===== src/rtl/stream_distributor.sv =====
// One-input, NCH-output stream distributor with one-entry output slots per channel.
// Optional broadcast mode (mode 10) is built only when STREAM_DISTRIBUTOR_BROADCAST_EN is defined.
module stream_distributor #(
  parameter int unsigned WIDTH = 8,
  parameter int unsigned NCH   = 4,
  parameter int unsigned SELW  = 2
) (
  input  logic                 clk,
  input  logic                 rst_n,
  input  logic                 enable,
  input  logic [1:0]           mode,
  input  logic [SELW-1:0]      select_line,
  input  logic                 in_valid,
  input  logic [WIDTH-1:0]     input_data,
  output logic                 in_ready,
  output logic [NCH-1:0]       out_valid,
  output logic [NCH*WIDTH-1:0] out_data,
  input  logic [NCH-1:0]       out_ready
);

  typedef enum logic [1:0] {
    ModeAddr  = 2'b00,
    ModeRr    = 2'b01,
    ModeBcast = 2'b10,
    ModeRsvd  = 2'b11
  } mode_e;

  localparam logic [SELW-1:0] LastCh = SELW'(NCH - 1);

  mode_e                mode_sel;
  logic [SELW-1:0]      rr_ptr_q, rr_ptr_d;
  logic [NCH-1:0]       valid_q, valid_d;
  logic [NCH*WIDTH-1:0] data_q, data_d;
  logic [NCH-1:0]       target;
  logic                 slots_free;
  logic                 xfer;

  assign mode_sel = mode_e'(mode);

  // An out-of-range select matches no channel, so an empty target mask also blocks in_ready.
  always_comb begin
    target = '0;
    unique case (mode_sel)
      ModeAddr: begin
        for (int k = 0; k < NCH; k++) begin
          target[k] = (select_line == SELW'(k));
        end
      end
      ModeRr: begin
        for (int k = 0; k < NCH; k++) begin
          target[k] = (rr_ptr_q == SELW'(k));
        end
      end
`ifdef STREAM_DISTRIBUTOR_BROADCAST_EN
      ModeBcast: target = '1;
`endif
      default: target = '0;
    endcase
  end

  assign slots_free = &(~target | ~valid_q | out_ready);
  assign in_ready   = rst_n & enable & (|target) & slots_free;
  assign xfer       = in_valid & in_ready;

  // A write takes priority over a drain so a same-cycle drain+write keeps the slot full.
  always_comb begin
    valid_d = valid_q;
    data_d  = data_q;
    for (int k = 0; k < NCH; k++) begin
      if (xfer && target[k]) begin
        valid_d[k]                = 1'b1;
        data_d[k*WIDTH +: WIDTH] = input_data;
      end else if (out_ready[k]) begin
        valid_d[k] = 1'b0;
      end
    end
  end

  always_comb begin
    rr_ptr_d = rr_ptr_q;
    if (xfer && (mode_sel == ModeRr)) begin
      rr_ptr_d = (rr_ptr_q == LastCh) ? '0 : rr_ptr_q + 1'b1;
    end
  end

  always_ff @(posedge clk or negedge rst_n) begin
    if (!rst_n) begin
      valid_q  <= '0;
      data_q   <= '0;
      rr_ptr_q <= '0;
    end else begin
      valid_q  <= valid_d;
      data_q   <= data_d;
      rr_ptr_q <= rr_ptr_d;
    end
  end

  assign out_valid = valid_q;
  assign out_data  = data_q;

endmodule

===== config.mk =====
export PLATFORM = sky130hd
export DESIGN_NAME = stream_distributor
export DESIGN_NICKNAME = d
export VERILOG_FILES = /design/src/rtl/stream_distributor.sv
export SDC_FILE = /design/constraint.sdc
export NUM_CORES = 1
export LEC_CHECK = 0
export CORE_MARGIN = 2
export CORE_UTILIZATION = 30
export DETAILED_ROUTE_END_ITERATION = 10
export HOLD_SLACK_MARGIN = 0.06
export PLACE_DENSITY = 0.66
export SETUP_SLACK_MARGIN = 0.02
export SLEW_MARGIN = 0
export SYNTH_ARGS = -nofsm -noshare
export SYNTH_HDL_FRONTEND = slang
export SYNTH_SLANG_ARGS = --single-unit

===== constraint.sdc =====
create_clock -name clk -period 5.6 [get_ports clk]
set_clock_uncertainty 0.05 [all_clocks]
set_input_delay 1.12 -clock clk [delete_from_list [all_inputs] [get_ports clk]]
set_output_delay 1.12 -clock clk [all_outputs]
set_load 0.02 [all_outputs]

== Word level (Yosys, flattened, before mapping) ==
Cells that the tools add are included.
Cells by class
  $add $sub $neg: 1
  equal/unequal tests: 7
  muxes and demuxes: 10
  bitwise operators: 8
  reductions and logical operators: 14
Operators by type and width (number)
  == test 2 bit, second input constant: 4
  2-to-1 mux 1 bit: 8
  NOT 4 bit: 2
  OR 4 bit: 2
  case mux 4 bit (2 select lines): 1
  nonzero test 2 bit: 4
  == test 2 x 1 -> 1 bit, second input constant: 3
  logical NOT 2 bit: 3
  logical AND 1 bit: 5
  AND 1 bit: 4
  AND reduction 4 bit: 1
  OR reduction 4 bit: 1
  adder 2 x 1 -> 2 bit, second input constant: 1
  2-to-1 mux 2 bit: 1
Word-level totals
  register bits: 38
  input port bits: 20
  output and inout port bits: 37
  logic and storage cells: 49

== Logic depth before layout (Yosys ltp) ==
Gate-level depths: netlist of the first run.
  depth in word-level cells: 10
  gate-level depth with buffers: 10
  mapped depth without buffers: 8

== Worst setup path after synthesis of the first run ==
No wires, ideal clock.
  path kind: input to output
  start: in mode[0]
  end: out in_ready
  arrival time: 1.915 ns
  required time: 4.430 ns
  path slack: 2.515 ns
  stages: 4
  path buffers: 0
  cells stage by stage: nor3b_1 > a21oi_1 > o32a_1 > o211a_1
Between the ends
  longest elaborated chain between the ends: 7
  elaborated cells on any way between the ends: 10
  classes of those cells: eq/ne: 1; mux: 1; bitwise: 5; reduce/logical: 3
Ends and longest elaborated chain
  start: declaration: line 11  | input logic [1:0] mode,
  == test 2 x 1 -> 1 bit or logical NOT 2 bit (tied branches): line 43  | unique case (mode_sel)
  case mux 4 bit (2 select lines) *: line 43
  NOT 4 bit: line 61  | assign slots_free = &(~target | ~valid_q | out_ready);
  OR 4 bit (2 in series): line 61
  AND reduction 4 bit: line 61
  AND 1 bit *: line 62  | assign in_ready = rst_n & enable & (|target) & slots_free;
  end: declaration: line 15  | output logic in_ready,
Mark *: on every way between the ends. The rest lies on a longest branch, timed or not.

== Final worst setup path of the first run ==
Same ends and word-level chain as after synthesis.

==> impl_metrics.tcl, run 1 <==
set metrics [dict create \
    worstReg2RegStart "rr_ptr_q[0]$_DFFE_PN0P_" \
    crit_fanout 11 \
    final_layout_size_suffix_gt1_frac 0.270 \
    powerDensity_nw_per_um2 354 \
    rsz0062_at_grt "no" \
    period_needed_ps 4270 \
    cts_root_buffer "clkbuf_8" \
    routed_wl_mm 3.53 \
    die_w_um 78.9 \
    ys_warn_count 0 \
    power_leakage_uw 0.00110 \
    cts_sinks 38 \
    cts_tree "built" \
    synth_area_per_cell_um2 14.9 \
    status "completed" \
    drv_cap 0 \
    cts_resized 0 \
    vias 1115 \
    fmax_mhz 234 \
    synth_top_family_by_area "multiplexers" \
    final_common_cell "clkdlybuf4s50_1" \
    place_inst 238 \
    hold_buffers 0 \
    setup.worst_path.start_class "input port" \
    timing.rr.end "out_data[17]$_DFFE_PN0P_" \
    synth_xor_xnor_area_share 0 \
    netlist_area_um2 1680 \
    irDropWorstVdd_v 0.000161 \
    finalSetupTns_ps 0 \
    tightest_slew_ps 662 \
    dr.pass1.iters 4 \
    fillCellCount 537 \
    cts.clk_slew.worst_paths_ps 70 \
    die-area_um2 6220 \
    hold_depth 1 \
    clockBufferDepth 2 \
    finalNetCount 195 \
    path_class "input port to output port" \
    hp-start "out_data[11]$_DFFE_PN0P_" \
    wl_per_cell_um 14.3 \
    hold_class "flip-flop to flip-flop" \
    synth_top_area_frac 0.565 \
    timing.final.hold_violations 0 \
    hpwl_mm 2.46 \
    area_growth_syn_to_layout_pct 43.1 \
    worstHoldEndpoint "out_data[11]$_DFFE_PN0P_" \
    antenna_found_initial 0 \
    grt_usage 0.126 \
    finalSetupViolCount 0 \
    ys_types 30 \
    clock_latency_ps 280 \
    initial_utilization 0.307 \
    gp_congestion 0.698 \
    synth.top_cells.by_area "dfrtp_1 (57%), mux2_4 (14%), mux2_2 (12%)" \
    synth-compound-area-share 0.0446 \
    core_um2 5470 \
    stdcell_count 246 \
    grt_pass1_wl_mm 5.90 \
    grt-ovfl-total 0 \
    antennaDiodeCount 0 \
    drtIter0Drc 42 \
    num_rows 27 \
    reg2reg_depth 7 \
    syn_inst 113 \
    seqCellArea_um2 951 \
    synthAdderAreaFrac 0.0149 \
    multi_input_comb_area_um2 676 \
    viasPerCell 4.53 \
    synth_fp_nets 135 \
    min_period_over_period 0.763 \
    cp_data_arrival_time_ps 3100 \
    slew_viol_final 0 \
    synthMuxAreaShare 0.263 \
    ys_seq_elements 38 \
    portBuffers 56 \
    top_level_ports 57 \
    cp-end-kind "output port" \
    yosysSeqAreaShare 0.565 \
    first_global_vias 1157 \
    max-slew-margin-rel 0.559 \
    post-cts-setup-buffers 0 \
    cts_max_level 2 \
    r2r_slack_ps 3030 \
    yosysTopAreaCell "dfrtp_1" \
    cp.required_ps 4430 \
    synthSimpleGateAreaFrac 0.0788 \
    die_h_um 78.9 \
    numCtsBuffers 5 \
    grt_max_degree 40 \
    drc 0 \
    ant_nets 0 \
    final_cell_mix "clkdlybuf4s50_1 (55), dfrtp_1 (38), mux2_2 (18)" \
]
[critical path, cell delays in order]
cell             delay, ps
clkdlybuf4s50_1        580
nor3b_1                260
a21oi_1                 80
o32a_1                 320
o211a_1                210
clkdlybuf4s50_1        530
[stage by stage]
stage / utilization / total power [µW] / hold WS [ps] / setup WS [ps] / cell area, µm²
5_1_grt: 0.440 / 902 / 474 / 1220 / 2410
6_report: 0.440 / 852 / 456 / 1330 / 2410
3_5_place_dp: 0.419 / 628 / 444 / 1340 / 2290
4_1_cts: 0.440 / 866 / 462 / 1340 / 2410
2_1_floorplan: - / 498 / 493 / 2510 / 1680
3_3_place_gp: 0.419 / 625 / 438 / 1380 / 2290
[sequential cells by signal, summed over array words and instances, names as in the netlist]
| register | cells |
|---|---|
| rr_ptr_q | 2 |
| out_data | 32 |
| out_valid | 4 |
[Yosys cell counts, drive strengths merged]
master and n:
dfrtp 38, mux2 34, nand2 6, buf 4, inv 4, a21oi 2
ha 2, nand2b 2, nand3b 2, nor2 2, nor2b 2, a21o 1
a22oi 1, a31oi 1, and2b 1, and3 1, and4b 1, nand3 1
nand4b 1, nor3b 1, nor4 1, o2111ai 1, o211a 1, o21bai 1
o31ai 1, o32a 1
[per-layer routing]
metal | part of all wire | track usage | wire length [µm] | up-vias
met3 | 0.041 | 0.0318 | 145 | 7
met2 | 0.49 | 0.213 | 1750 | 30
met4 | 0.016 | 0.0517 | 57 | 0
met1 | 0.45 | 0.154 | 1580 | 554
met5 | 0 | 0 | 0 | -
li1 | - | - | - | 524
[power by group]
part	internal [µW]	switching, µW
logic	151	115
clock network	132	99.4
registers	324	29.7
[logic make-up after synthesis]
| group | Yosys count |
|---|---|
| flip-flops | 38 |
| multiplexers | 34 |
| AND/OR/NAND/NOR | 21 |
| AO/OA/AOI/OAI | 10 |
| buffers and inverters | 8 |
| adder cells (fa/ha/maj) | 2 |
[final cells by class]
class	count	share of cell area
flip-flops and latches	38	0.395
multi-input cells	67	0.281
repair buffers	57	0.234
well taps	72	0.0374
clock buffers	5	0.0286
clock inverters	3	0.0187
inverters	4	0.00623
[how the worst max path moves through the flow]
stage,startpoint,endpoint
floorplan,mode[0],in_ready
global placement,mode[0],in_ready
detailed placement,mode[0],in_ready
CTS,mode[0],in_ready
global route,mode[0],in_ready
finish,mode[0],in_ready
No activity file was read; power rests on OpenSTA's default activity.
==> run 2, diff against run 1 <==
==> constraint.sdc (replaced) <==
create_clock -name clk -period 4.2 [get_ports clk]
set_clock_uncertainty 0.05 [all_clocks]
set_input_delay 0.84 -clock clk [delete_from_list [all_inputs] [get_ports clk]]
set_output_delay 0.84 -clock clk [all_outputs]
set_load 0.02 [all_outputs]
==> impl_metrics.tcl, run 2 (synthesized netlist as in run 1, its figures left out) <==
set metrics [dict create \
    crit_fanout 11 \
    largest_register_ffs 32 \
    hold_buffers 0 \
    dr.pass1.iters 3 \
    drv_cap 0 \
    cts_sinks 38 \
    path_delay_family "buffers and inverters" \
    cts_root_buffer "clkbuf_8" \
    area_growth_syn_to_layout_pct 44.8 \
    cts_tree "built" \
    die-area_um2 6220 \
    max-slew-margin-rel 0.573 \
    finalSetupTns_ps 0 \
    finalNetCount 195 \
    routed_wl_mm 3.65 \
    cts_max_level 2 \
    num_rows 27 \
    clockBufferDepth 2 \
    grt_pass1_wl_mm 6.11 \
    first_global_vias 1184 \
    cp.required_ps 3310 \
    cp_slowest_cell "clkdlybuf4s50_1" \
    setup_slack_ps 503 \
    min_period_over_period 0.880 \
    hold_class "flip-flop to flip-flop" \
    irDropWorstVdd_v 0.000193 \
    post-cts-setup-buffers 0 \
    cp-end-kind "output port" \
    finalSetupViolCount 0 \
    max_stage_delay_ps 570 \
    grt_max_degree 39 \
    seqCellArea_um2 951 \
    multi_input_comb_area_um2 676 \
    rsz0062_at_grt "no" \
    antennaDiodeCount 0 \
    fillCellCount 533 \
    cts.clk_slew.worst_paths_ps 70 \
    powerDensity_nw_per_um2 498 \
    slew_viol_final 0 \
    period_needed_ps 3700 \
    hpwl_mm 2.53 \
    tightest_slew_ps 641 \
    final_common_cell "clkdlybuf4s50_1" \
    initial_utilization 0.307 \
    final_cell_mix "clkdlybuf4s50_1 (55), dfrtp_1 (38), mux2_2 (18)" \
    grt_usage 0.130 \
    die_w_um 78.9 \
    power.total_uw 1210 \
    grt-ovfl-total 0 \
    status "completed" \
    die_h_um 78.9 \
    timing.final.hold_violations 0 \
    power_leakage_uw 0.00112 \
    path_class "input port to output port" \
    worstPathCellList "clkdlybuf4s50_1, nor3b_1, a21oi_1, o32a_1, o211a_1, clkdlybuf4s50_1" \
    cp_data_arrival_time_ps 2810 \
    drtIter0Drc 19 \
    top_level_ports 57 \
    antenna_found_initial 0 \
    ant_nets 0 \
    vias 1103 \
    drc 0 \
    crit_top_cell "clkdlybuf4s50_1" \
    core_um2 5470 \
    final_layout_size_suffix_gt1_frac 0.270 \
    setup.worst_path.start_class "input port" \
    dp_slack_ps 507 \
    clock_latency_ps 290 \
    portBuffers 56 \
    viasPerCell 4.48 \
    wl_per_cell_um 14.8 \
    numCtsBuffers 5 \
    gp_congestion 0.724 \
    cp_num_buf_inv 2 \
    hold_ws_ps 456 \
    fmax_mhz 271 \
    cts_resized 0 \
]
-- run 2: path summary, 6_finish.rpt --
kind | from | to | slack, ps | cells past startpoint
worst max-delay path | mode[0] | in_ready | 500 | 6
worst min-delay path | out_data[11]$_DFFE_PN0P_ | out_data[11]$_DFFE_PN0P_ | 460 | 1
worst max register to register | rr_ptr_q[0]$_DFFE_PN0P_ | out_data[20]$_DFFE_PN0P_ | 1650 | 7
worst min register to register | out_data[11]$_DFFE_PN0P_ | out_data[11]$_DFFE_PN0P_ | 460 | 1
max in group asynchronous | rst_n | out_valid[2]$_DFFE_PN0P_ | 3190 | 2
min in group asynchronous | rst_n | out_data[24]$_DFFE_PN0P_ | 570 | 2
-- run 2: area by class of cell --
class,instances,share of cell area
Sequential cell,38,0.390
Tap cell,72,0.0370
Multi-Input combinational cell,67,0.277
Clock buffer,6,0.0339
Inverter,4,0.00616
Clock inverter,2,0.0246
Timing Repair Buffer,57,0.231
-- run 2: power by group --
part / internal (µW) / switching [µW] / total (µW) / leakage, µW
Clock: 253 / 132 / 385 / 0.0000714
Combinational: 202 / 155 / 357 / 0.000544
Sequential: 432 / 39.8 / 472 / 0.000504
Total: 887 / 327 / 1210 / 0.00112
-- run 2: layer usage --
layer	global-route usage	wire, µm
met1	0.161	1640
met2	0.216	1790
met5	0	0
met3	0.0330	151
met4	0.0517	64
-- run 2: through the flow --
stage | cell area (µm²) | util | std cells
finish | 2440 | 0.445 | 246
global route | 2440 | 0.445 | 246
CTS | 2440 | 0.445 | 246
global placement | 2290 | 0.419 | 238
detailed placement | 2290 | 0.419 | 238
floorplan | 1680 | - | 113
